<file path="config.mk">
export PLATFORM = sky130hd
export DESIGN_NAME = seg_execute_alu_mdu
export DESIGN_NICKNAME = d
export VERILOG_FILES = /design/src/rtl/seg_execute_alu_mdu_pkg.sv /design/src/rtl/seg_execute_mdu.sv /design/src/rtl/seg_execute_alu_mdu.sv
export SDC_FILE = /design/constraint.sdc
export NUM_CORES = 2
export LEC_CHECK = 0
export BUFFER_PORTS_ARGS = -buffer_cell sky130_fd_sc_hd__buf_2
export CORE_MARGIN = 4
export CORE_UTILIZATION = 29
export DETAILED_ROUTE_END_ITERATION = 8
export PLACE_DENSITY_LB_ADDON = 0.15
export SYNTH_ARGS = -nofsm -noshare
export SYNTH_HDL_FRONTEND = slang
export SYNTH_HIERARCHICAL = 1
export SYNTH_SLANG_ARGS = --single-unit
</file>
<file path="constraint.sdc">
create_clock -name i_clk -period 4.9 [get_ports i_clk]
set_input_delay 0 -clock i_clk [delete_from_list [all_inputs] [get_ports i_clk]]
set_output_delay 0 -clock i_clk [all_outputs]
set_load 0.02 [all_outputs]
</file>
<file path="src/rtl/seg_execute_alu_mdu_pkg.sv">
// Shared definitions for the EX-stage ALU / multiply-divide unit.
//   - ALU op codes (also consumed by the ALU-control decoder)
//   - MDU FSM state encoding
//   - is_mdu_op(): true for the iterative MULT/MULTU/DIV/DIVU group
package seg_execute_alu_mdu_pkg;

    localparam logic [4:0] OpAnd   = 5'b00000;
    localparam logic [4:0] OpOr    = 5'b00001;
    localparam logic [4:0] OpAdd   = 5'b00010;
    localparam logic [4:0] OpSub   = 5'b00110;
    localparam logic [4:0] OpSlt   = 5'b00111;
    localparam logic [4:0] OpSltu  = 5'b01000;
    localparam logic [4:0] OpSll   = 5'b01001;
    localparam logic [4:0] OpSrl   = 5'b01010;
    localparam logic [4:0] OpSra   = 5'b01011;
    localparam logic [4:0] OpNor   = 5'b01100;
    localparam logic [4:0] OpXor   = 5'b01101;
    localparam logic [4:0] OpLui   = 5'b01110;
    localparam logic [4:0] OpMult  = 5'b10000;
    localparam logic [4:0] OpMultu = 5'b10001;
    localparam logic [4:0] OpDiv   = 5'b10010;
    localparam logic [4:0] OpDivu  = 5'b10011;
    localparam logic [4:0] OpMfhi  = 5'b10100;
    localparam logic [4:0] OpMflo  = 5'b10101;
    localparam logic [4:0] OpMthi  = 5'b10110;
    localparam logic [4:0] OpMtlo  = 5'b10111;

    typedef enum logic [1:0] {StIdle, StBusy, StDone} mdu_state_e;

    // MULT/MULTU/DIV/DIVU share the 100xx prefix; bit 1 = divide, bit 0 = unsigned.
    function automatic logic is_mdu_op(input logic [4:0] op);
        return op[4:2] == 3'b100;
    endfunction

endpackage

</file>
<file path="src/rtl/seg_execute_mdu.sv">
// Iterative multiply/divide unit with architectural HI/LO registers.
// One radix-2 step per cycle: shift-add multiplier, restoring divider, both on
// operand magnitudes with the sign fixed up in the DONE state.
// Ports:
//   clk, reset (sync, active-low), flush (abort in-flight op)
//   start         accept an iterative op this cycle (only while ready)
//   kind[1:0]     bit 1 = divide, bit 0 = unsigned
//   a, b          operands, latched on start
//   wr_hi/wr_lo   MTHI/MTLO write of wr_data (wins over a same-edge MDU write)
//   ready         not busy iterating
//   done          in DONE state: result/div_zero valid, HI/LO written at the edge
//   result        new LO value; div_zero flag; hi, lo architectural registers
module seg_execute_mdu
    import seg_execute_alu_mdu_pkg::*;
#(
    parameter int unsigned LEN = 32
) (
    input  logic           clk,
    input  logic           reset,
    input  logic           flush,
    input  logic           start,
    input  logic [1:0]     kind,
    input  logic [LEN-1:0] a,
    input  logic [LEN-1:0] b,
    input  logic           wr_hi,
    input  logic           wr_lo,
    input  logic [LEN-1:0] wr_data,
    output logic           ready,
    output logic           done,
    output logic [LEN-1:0] result,
    output logic           div_zero,
    output logic [LEN-1:0] hi,
    output logic [LEN-1:0] lo
);
    localparam int unsigned CntW = $clog2(LEN);

    mdu_state_e     state_q;
    logic [CntW-1:0] cnt_q;
    logic [LEN-1:0] acc_q;      // product upper half / partial remainder
    logic [LEN-1:0] low_q;      // multiplier->product lower half / dividend->quotient
    logic [LEN-1:0] mag_b_q;    // multiplicand or divisor magnitude
    logic [LEN-1:0] a_q;        // raw dividend, returned in HI on divide-by-zero
    logic           is_div_q, neg_a_q, neg_b_q, dz_q;

    logic           neg_a, neg_b;
    logic [LEN:0]   mul_sum, div_shift, div_diff;
    logic [2*LEN-1:0] prod, prod_fin;
    logic [LEN-1:0] quot, rem, fin_hi, fin_lo;

    assign neg_a = ~kind[0] & a[LEN-1];
    assign neg_b = ~kind[0] & b[LEN-1];

    assign mul_sum   = {1'b0, acc_q} + (low_q[0] ? {1'b0, mag_b_q} : '0);
    assign div_shift = {acc_q, low_q[LEN-1]};
    assign div_diff  = div_shift - {1'b0, mag_b_q};

    assign prod     = {acc_q, low_q};
    assign prod_fin = (neg_a_q ^ neg_b_q) ? -prod : prod;
    assign quot     = (neg_a_q ^ neg_b_q) ? -low_q : low_q;
    assign rem      = neg_a_q ? -acc_q : acc_q;   // remainder follows the dividend

    always_comb begin
        fin_hi = prod_fin[2*LEN-1:LEN];
        fin_lo = prod_fin[LEN-1:0];
        if (is_div_q) begin
            fin_hi = dz_q ? a_q : rem;
            fin_lo = dz_q ? '1 : quot;
        end
    end

    assign ready    = (state_q != StBusy);
    assign done     = (state_q == StDone);
    assign result   = fin_lo;
    assign div_zero = dz_q;

    always_ff @(posedge clk) begin
        if (!reset) begin
            state_q  <= StIdle;
            cnt_q    <= '0;
            acc_q    <= '0;
            low_q    <= '0;
            mag_b_q  <= '0;
            a_q      <= '0;
            is_div_q <= 1'b0;
            neg_a_q  <= 1'b0;
            neg_b_q  <= 1'b0;
            dz_q     <= 1'b0;
            hi       <= '0;
            lo       <= '0;
        end else begin
            if (flush) begin
                state_q <= StIdle;
            end else begin
                case (state_q)
                    StIdle: if (start) state_q <= StBusy;
                    StBusy: begin
                        cnt_q <= cnt_q + 1'b1;
                        if (cnt_q == CntW'(LEN - 1)) state_q <= StDone;
                        if (is_div_q) begin
                            // Restoring step: keep the difference only if it did not borrow.
                            if (!div_diff[LEN]) begin
                                acc_q <= div_diff[LEN-1:0];
                                low_q <= {low_q[LEN-2:0], 1'b1};
                            end else begin
                                acc_q <= div_shift[LEN-1:0];
                                low_q <= {low_q[LEN-2:0], 1'b0};
                            end
                        end else begin
                            acc_q <= mul_sum[LEN:1];
                            low_q <= {mul_sum[0], low_q[LEN-1:1]};
                        end
                    end
                    StDone: begin
                        hi      <= fin_hi;
                        lo      <= fin_lo;
                        state_q <= start ? StBusy : StIdle;
                    end
                    default: state_q <= StIdle;
                endcase
                if (start) begin
                    cnt_q    <= '0;
                    acc_q    <= '0;
                    low_q    <= neg_a ? -a : a;
                    mag_b_q  <= neg_b ? -b : b;
                    a_q      <= a;
                    is_div_q <= kind[1];
                    neg_a_q  <= neg_a;
                    neg_b_q  <= neg_b;
                    dz_q     <= kind[1] & (b == '0);
                end
            end
            // A move-to issued in DONE is younger than the finishing op, so it wins.
            if (wr_hi) hi <= wr_data;
            if (wr_lo) lo <= wr_data;
        end
    end

endmodule

</file>
<file path="src/rtl/seg_execute_alu_mdu.sv">
// EX-stage ALU with iterative multiply/divide and HI/LO, valid/ready handshake.
// Ports:
//   i_clk, i_reset (sync, active-low), i_flush (abort mul/div in flight)
//   i_valid/o_ready   accept = i_valid & o_ready (never while flushing)
//   i_ALUctl, i_data_a, i_data_b, i_shamt   op and operands
//   o_valid           1-cycle pulse qualifying o_result/o_zero/o_overflow/o_div_zero
module seg_execute_alu_mdu
    import seg_execute_alu_mdu_pkg::*;
#(
    parameter int unsigned LEN       = 32,
    parameter int unsigned NB_ALUCTL = 5,
    parameter int unsigned NB_SHAMT  = $clog2(LEN)
) (
    input  logic                 i_clk,
    input  logic                 i_reset,
    input  logic                 i_flush,
    input  logic                 i_valid,
    output logic                 o_ready,
    input  logic [NB_ALUCTL-1:0] i_ALUctl,
    input  logic [LEN-1:0]       i_data_a,
    input  logic [LEN-1:0]       i_data_b,
    input  logic [NB_SHAMT-1:0]  i_shamt,
    output logic                 o_valid,
    output logic [LEN-1:0]       o_result,
    output logic                 o_zero,
    output logic                 o_overflow,
    output logic                 o_div_zero
);
    logic [4:0]     op;
    logic [LEN-1:0] sum, diff, alu_res, hi, lo, mdu_result;
    logic [LEN-1:0] pend_result_q;
    logic           alu_ovf, accept, take_single, mdu_start, mdu_fin;
    logic           mdu_ready, mdu_done, mdu_div_zero, wr_hi, wr_lo;
    logic           pend_valid_q, pend_ovf_q;

    assign op   = i_ALUctl[4:0];
    assign sum  = i_data_a + i_data_b;
    assign diff = i_data_a - i_data_b;

    always_comb begin
        alu_res = '0;
        alu_ovf = 1'b0;
        case (op)
            OpAnd:  alu_res = i_data_a & i_data_b;
            OpOr:   alu_res = i_data_a | i_data_b;
            OpNor:  alu_res = ~(i_data_a | i_data_b);
            OpXor:  alu_res = i_data_a ^ i_data_b;
            OpAdd: begin
                alu_res = sum;
                alu_ovf = (i_data_a[LEN-1] == i_data_b[LEN-1]) && (sum[LEN-1] != i_data_a[LEN-1]);
            end
            OpSub: begin
                alu_res = diff;
                alu_ovf = (i_data_a[LEN-1] != i_data_b[LEN-1]) && (diff[LEN-1] != i_data_a[LEN-1]);
            end
            OpSlt:  alu_res = {{(LEN-1){1'b0}}, $signed(i_data_a) < $signed(i_data_b)};
            OpSltu: alu_res = {{(LEN-1){1'b0}}, i_data_a < i_data_b};
            OpSll:  alu_res = i_data_a << i_shamt;
            OpSrl:  alu_res = i_data_a >> i_shamt;
            OpSra:  alu_res = $signed(i_data_a) >>> i_shamt;
            OpLui:  alu_res = i_data_b << (LEN / 2);
            OpMfhi: alu_res = hi;
            OpMflo: alu_res = lo;
            OpMthi, OpMtlo: alu_res = i_data_a;
            default: ;
        endcase
    end

    assign o_ready     = mdu_ready;
    assign accept      = i_valid & o_ready & ~i_flush;
    assign mdu_start   = accept & is_mdu_op(op);
    assign take_single = accept & ~is_mdu_op(op);
    assign wr_hi       = accept & (op == OpMthi);
    assign wr_lo       = accept & (op == OpMtlo);
    assign mdu_fin     = mdu_done & ~i_flush;

    seg_execute_mdu #(.LEN(LEN)) u_mdu (
        .clk      (i_clk),
        .reset    (i_reset),
        .flush    (i_flush),
        .start    (mdu_start),
        .kind     (op[1:0]),
        .a        (i_data_a),
        .b        (i_data_b),
        .wr_hi    (wr_hi),
        .wr_lo    (wr_lo),
        .wr_data  (i_data_a),
        .ready    (mdu_ready),
        .done     (mdu_done),
        .result   (mdu_result),
        .div_zero (mdu_div_zero),
        .hi       (hi),
        .lo       (lo)
    );

    // A single-cycle op accepted in DONE collides with the MDU result, so it is
    // parked one cycle; later back-to-back ops stay one cycle behind until a bubble.
    always_ff @(posedge i_clk) begin
        if (!i_reset) begin
            o_valid       <= 1'b0;
            o_result      <= '0;
            o_zero        <= 1'b0;
            o_overflow    <= 1'b0;
            o_div_zero    <= 1'b0;
            pend_valid_q  <= 1'b0;
            pend_result_q <= '0;
            pend_ovf_q    <= 1'b0;
        end else begin
            o_valid <= 1'b0;
            if (mdu_fin) begin
                o_valid    <= 1'b1;
                o_result   <= mdu_result;
                o_zero     <= (mdu_result == '0);
                o_overflow <= 1'b0;
                o_div_zero <= mdu_div_zero;
            end else if (pend_valid_q) begin
                o_valid    <= 1'b1;
                o_result   <= pend_result_q;
                o_zero     <= (pend_result_q == '0);
                o_overflow <= pend_ovf_q;
                o_div_zero <= 1'b0;
            end else if (take_single) begin
                o_valid    <= 1'b1;
                o_result   <= alu_res;
                o_zero     <= (alu_res == '0);
                o_overflow <= alu_ovf;
                o_div_zero <= 1'b0;
            end
            if (mdu_fin || pend_valid_q) begin
                pend_valid_q <= take_single;
                if (take_single) begin
                    pend_result_q <= alu_res;
                    pend_ovf_q    <= alu_ovf;
                end
            end
        end
    end

endmodule
</file>
; ---- Word level (Yosys, flattened, before mapping)
; Cells that the tools add are included.
[op_classes]
n_addsub = 10
magnitude_cmp = 2
n_eq_ne = 28
shift = 3
n_mux = 46
n_bitwise = 19
reduce_logical = 23
[ops]
columns = cell, n
row1 = $mux W32, 25
row2 = $pmux W32 S15, 1
row3 = $logic_not A32 Y1, 4
row4 = $neg A32 Y32, 4
row5 = $lt A32 B32 Y1, 2
row6 = $mux W64, 1
row7 = $neg A64 Y64, 1
row8 = $eq A5 B4 Y1 const B, 7
row9 = $add A32 B33 Y33, 1
row10 = $sub A33 B32 Y33, 1
row11 = $add A32 B32 Y32, 1
row12 = $and A32 B32 Y32, 1
row13 = $not A32 Y32, 1
row14 = $or A32 B32 Y32, 1
row15 = $shl A32 B5 Y32, 1
row16 = $shr A32 B5 Y32, 1
row17 = $sshr A32 B5 Y32, 1
row18 = $sub A32 B32 Y32, 1
row19 = $xor A32 B32 Y32, 1
row20 = $eq A5 B5 Y1 const B, 5
row21 = $mux W1, 13
row22 = $reduce_and A2 Y1, 6
row23 = $and A1 B1 Y1, 10
row24 = $eq A5 B3 Y1 const B, 2
row25 = other kinds (22), 39
[word_totals]
reg_bits = 273
input_bits = 78
out_inout_bits = 37
word_cells = 151

; ---- Longest topological paths before layout
[depth]
word_depth = 7
depth_mapped = 21
ltp_nobuf = 19

; ---- Hierarchy
; Netlist, hierarchy kept.
[modules_own_cells]
columns = module, instances, cells_each, area_each_um2, seq_area_each_um2
row1 = seg_execute_mdu, 1, 2254, 16151.7, 4063.9
row2 = seg_execute_alu_mdu, 1, 2064, 14261.2, 1401.3

; ---- Worst setup path before layout
; Ideal clock, no wire load.
[synth_path]
path_type = flip-flop to flip-flop
from = reg u_mdu.low_q[0]
to = reg o_zero
setup_time_ns = 0.096
t_arrival_ns = 4.330
required_time_ns = 4.804
path_slack_ns = 0.474
path_stages_with_launch = 21
path_buffers = 2
period_less_slack_ns = 4.426
cell_sequence = dfxtp_1 -> inv_1 -> buf_1 -> ha_1 -> or3b_2 -> or3_1 -> buf_2 -> o41ai_1 -> xor2_1 -> nand2_1 -> nor4_1 -> nand4_1 -> nor3_1 -> nand2b_1 -> nand4b_1 -> nor4_1 -> and4_1 -> and4b_1 -> and4_1 -> nand4_1 -> o41ai_2
[synth_between]
elab_chain_len = 6
word_cells_on_any_way = 8
cone_classes = 2 x add/sub / 5 x mux / 1 x reduce/logical
[synth_rtl]
columns = element, line_no
row1 = start: declaration, seg_execute_mdu.sv:40  ; logic [LEN-1:0] low_q;
row2 = start signal: assignment, seg_execute_mdu.sv:103  ; low_q <= {low_q[LEN-2:0], 1'b1};
row3 = start signal: assignment, seg_execute_mdu.sv:106  ; low_q <= {low_q[LEN-2:0], 1'b0};
row4 = start signal: assignment, seg_execute_mdu.sv:110  ; low_q <= {mul_sum[0], low_q[LEN-1:1]};
row5 = $neg A32 Y32, seg_execute_mdu.sv:59  ; assign quot = (neg_a_q ^ neg_b_q) ? -low_q : low_q;
row6 = $mux W32, seg_execute_mdu.sv:59
row7 = $mux W32, seg_execute_mdu.sv:67  ; fin_lo = dz_q ? '1 : quot;
row8 = $mux W32 *, seg_execute_mdu.sv:65  ; if (is_div_q) begin
row9 = via mdu_result[26], seg_execute_alu_mdu.sv:30  ; logic [LEN-1:0] sum, diff, alu_res, hi, lo, mdu_result;
row10 = $logic_not A32 Y1 *, seg_execute_alu_mdu.sv:113  ; o_zero <= (mdu_result == '0);
row11 = $mux W1 *, seg_execute_alu_mdu.sv:110  ; if (mdu_fin) begin
row12 = end signal: assignment, seg_execute_alu_mdu.sv:113
row13 = end signal: assignment, seg_execute_alu_mdu.sv:119  ; o_zero <= (pend_result_q == '0);
row14 = end signal: assignment, seg_execute_alu_mdu.sv:125  ; o_zero <= (alu_res == '0);
row15 = end: declaration, seg_execute_alu_mdu.sv:25  ; output logic o_zero,
; The timed path passes the listed nets; every way through them passes the cells marked *.
; A chain may end at the register's enable or synchronous reset.

; ---- Final worst setup path
[layout_path]
from = reg u_mdu.low_q[12]
to = reg o_zero
; Same word-level chain as after synthesis.

==> results_dict.tcl <==
set metrics [dict create \
    worstMarginPinSlew_ns 0.9871 \
    synth_top_area_share_pct 17.97 \
    final_area_sq_mm 0.03454 \
    tns_ns 0 \
    die_y_um 331.8 \
    r2r_start "u_mdu/low_q[12]" \
    fp.dieW_um 331.8 \
    dieArea_sq_mm 0.1101 \
    min_period_over_period_pct 95.14 \
    vias 35175 \
    clk_pin_slew_ns 0.06 \
    io-pin-count 115 \
    fin_ws_ns 0.2379 \
    worst_hold_path.num_cells 3 \
    synth.area.top_cells "dfxtp_1, a21oi_1, ha_1" \
    fmax_ghz 0.2145 \
    syn_area_sq_mm 0.03041 \
    path_delay_family "simple AND/OR/NAND/NOR gates" \
    clock_path_buffers 3 \
    cts_num_sinks 273 \
    synth_area_leader_cell "dfxtp_1" \
    dpl-instance-area_sq_mm 0.03296 \
    min_period_ns 4.662 \
    cellLeakagePower_nw 13.78 \
    status "completed" \
    pre_cts_ws_ns 0.1327 \
    drtPass1Iterations 8 \
    grt_pass1_wl_um 246700 \
    cts_buffers 37 \
    gr-total-overflow 0 \
    final_nets 4613 \
    syn_avg_cell_area_sq_um 7.043 \
    async_reset_ff_share_pct 0 \
    worst-r2r-setup-slack_ns 0.24 \
    grt_pass1_vias 33054 \
    power_w 0.007250 \
    cellPowerDensity_mw_per_mm2 209.9 \
    hpwl_um 134600 \
    ant_nets 0 \
    synth_seq_cells 273 \
    start_util_pct 29.30 \
    worstHoldEndpoint "u_mdu/mag_b_q[30]" \
    cp_max_fo 6 \
    holdCritPathClass "in -> reg" \
    max_cap_violations 0 \
    drc 0 \
    core_area_sq_mm 0.1038 \
    htreeDepth 2 \
    slowest_delay_ns 0.53 \
    ys_seq_area_share_pct 17.97 \
    arrival_ns 5.14 \
    worstPathRequired_ns 5.38 \
    rsz0062_at_grt "false" \
    clk-insertion-delay-late_ns 0.58 \
    fillerInstances 11328 \
    wl_um 174300 \
    finClkSkew_ns 0.02708 \
    slew_headroom_pct 34.06 \
    min_from "i_data_b[30]" \
    drt_iter0_drc 4380 \
    io_buffers 114 \
    drive_gt1_share_pct 11.79 \
    tritoncts "built" \
    path_class "reg -> reg" \
    ctsRootBufferMaster "clkbuf_16" \
    antenna_found_initial 10 \
    max-vdd-ir-drop_mv 0.1703 \
    globalplace.congestion 1.018 \
    wl_per_cell_um 30.21 \
    syn_nets 4570 \
    num_rows 118 \
    crit_chain "or4_4 > or4_4 > or3_4 > buf_6 > o41ai_2 > xor2_1 > nand2_1 > nor4_1 > nand2_1 > nor3_2 > buf_4 > nand2b_1 > nand4b_1 > nor4_1 > and4_1 > and4b_1 > and4_1 > nand4_1 > o41ai_2" \
    rr_endpoint "o_zero" \
    ys_warn_count 6 \
    holdWs_ns 0.03848 \
    vias_per_cell 6.095 \
    yosysUniqueCellTypes 96 \
    track_usage_pct 29.99 \
    grt_max_degree 73 \
    endpoint_kind "register" \
    final-max-slew-violation-count 0 \
    rr_worst_depth 19 \
    cp_slowest_cell "or4_4" \
    start_kind "register" \
    finalHoldViolCount 0 \
    setup_viol 0 \
    worst-path-buf-inv 2 \
    synth_ff_type "dfxtp_1" \
    synth_enable_flop_cells 0 \
    area_growth_pct 13.58 \
    synth_cells 4318 \
]
[synth_stat cells (18+ instances only)]
master    count
xor2_1       66
nand2_1     417
a211oi_1    180
clkbuf_1    257
a221oi_1     30
inv_1       163
nor3_1      108
buf_2        49
mux2_2       26
dfxtp_1     273
o31ai_1      43
ha_1        170
nor2b_1     101
buf_1        24
o211ai_1     61
mux2i_1     137
o21a_1       23
a21oi_1     434
nand4_1      35
o21ai_0     266
and2_1       29
or3_1        38
mux4_2       23
nor2_1      442
xnor2_1     117
nor4_1       56
a31oi_1      27
o21bai_1     18
nand3_1     113
nand2b_1     36
o22ai_1      46
and3_1       35
or4_1        18
a21o_1       47
a22oi_1      66
[worst min-delay path: cells and delay by family]
kind / cells / cell delay, ns
buf+inv: 1 / 0.25
compound gates: 1 / 0.09
xor+xnor: 1 / 0.22
[layout make-up]
type                    instances  area [sq um]  share of cell area (%)
inverters                     167         628.1                   1.818
well taps                    1380          1727                   4.999
diodes                          6         15.01                 0.04347
repair buffers                359          2546                   7.371
multi-input cells            3523         22990                   66.57
clock buffers                  58          1126                   3.260
clock inverters                 5         36.28                  0.1050
flip-flops and latches        273          5470                   15.84
[cell families after synthesis]
logic type      Yosys count  synth area share [%]
compound gates         1467                 31.47
xor+xnor                183                 5.270
fa+ha+maj               174                 7.257
buf+inv                 522                 7.076
flops                   273                 17.97
mux                     186                 7.175
simple gates           1513                 23.78
[repair_timing]
action / 4_1_cts / 5_1_grt
gates resized for setup: 0 / 18
endpoints found under the hold margin: 58 / 0
hold buffers: 30 / 0
endpoints found under the setup margin: 0 / 1
setup buffers: 0 / 0
[power breakdown]
group / total [W] / switching [W] / leakage, nW / internal (W)
clock: 0.00271 / 0.00113 / 0.575 / 0.00157
combinational: 0.00227 / 0.00155 / 11.0 / 0.000724
sequential: 0.00227 / 0.0000258 / 2.21 / 0.00225
total: 0.00725 / 0.00271 / 13.8 / 0.00454
[placed cells by master, fill, tap and decap left out, types with 15 or more instances in the layout]
master,Yosys,final
a211oi_1,180,180
a21o_1,47,47
a21oi_1,434,434
a221oi_1,30,30
a22oi_1,66,66
a311oi_1,15,15
a31oi_1,27,27
and2_1,29,29
and3_1,35,35
buf_2,49,111
buf_4,15,213
clkbuf_16,0,38
dfxtp_1,273,271
dlygate4sd3_1,0,30
ha_1,170,170
inv_1,163,161
mux2_2,26,26
mux2i_1,137,137
mux4_2,23,23
nand2_1,417,416
nand2b_1,36,34
nand3_1,113,112
nand4_1,35,35
nor2_1,442,436
nor2b_1,101,99
nor3_1,108,105
nor3b_1,15,15
nor4_1,56,51
o211ai_1,61,61
o21a_1,23,22
o21ai_0,266,265
o21ai_1,15,16
o21bai_1,18,18
o221ai_1,15,15
o22ai_1,46,46
o31ai_1,43,41
or3_1,38,36
or4_1,18,18
xnor2_1,117,115
xor2_1,66,65
[routing by layer]
layer	track usage, %	part of all wire [%]	vias up
li1	-	-	15974
met5	0	0.024	-
met1	37.78	41	17077
met3	5.485	7.9	432
met4	16.98	6.9	6
met2	48.18	45	1686
[worst max path at each step]
stage / from / endpoint / slack [ns] / cells past startpoint
2_1_floorplan: u_mdu/low_q[0] / o_zero / 0.47 / 20
3_3_place_gp: u_mdu/low_q[12] / o_zero / 0.07 / 18
3_5_place_dp: u_mdu/low_q[12] / o_zero / 0.13 / 20
4_1_cts: u_mdu/low_q[12] / o_zero / 0.11 / 18
5_1_grt: u_mdu/low_q[12] / o_zero / 0.004 / 19
6_report: u_mdu/low_q[12] / o_zero / 0.24 / 19
[sequential cells by signal (all words and copies together), names as in the netlist]
signal          count
o_result           32
pend_result_q      32
u_mdu/acc_q        32
u_mdu/neg_a_q       1
u_mdu/hi           32
o_zero              1
u_mdu/low_q        32
o_valid             1
pend_ovf_q          1
o_div_zero          1
u_mdu/div_zero      1
u_mdu/lo           32
u_mdu/state_q       2
u_mdu/a_q          32
u_mdu/mag_b_q      32
o_overflow          1
u_mdu/cnt_q         5
pend_valid_q        1
u_mdu/is_div_q      1
u_mdu/neg_b_q       1
[stage by stage]
stage	util, %	cells
after floorplan	-	4318
after global placement	31.76	5672
after detailed placement	31.76	5672
after CTS	33.17	5765
after global routing	33.27	5765
final	33.28	5771
(Power assumes the default switching activity.)
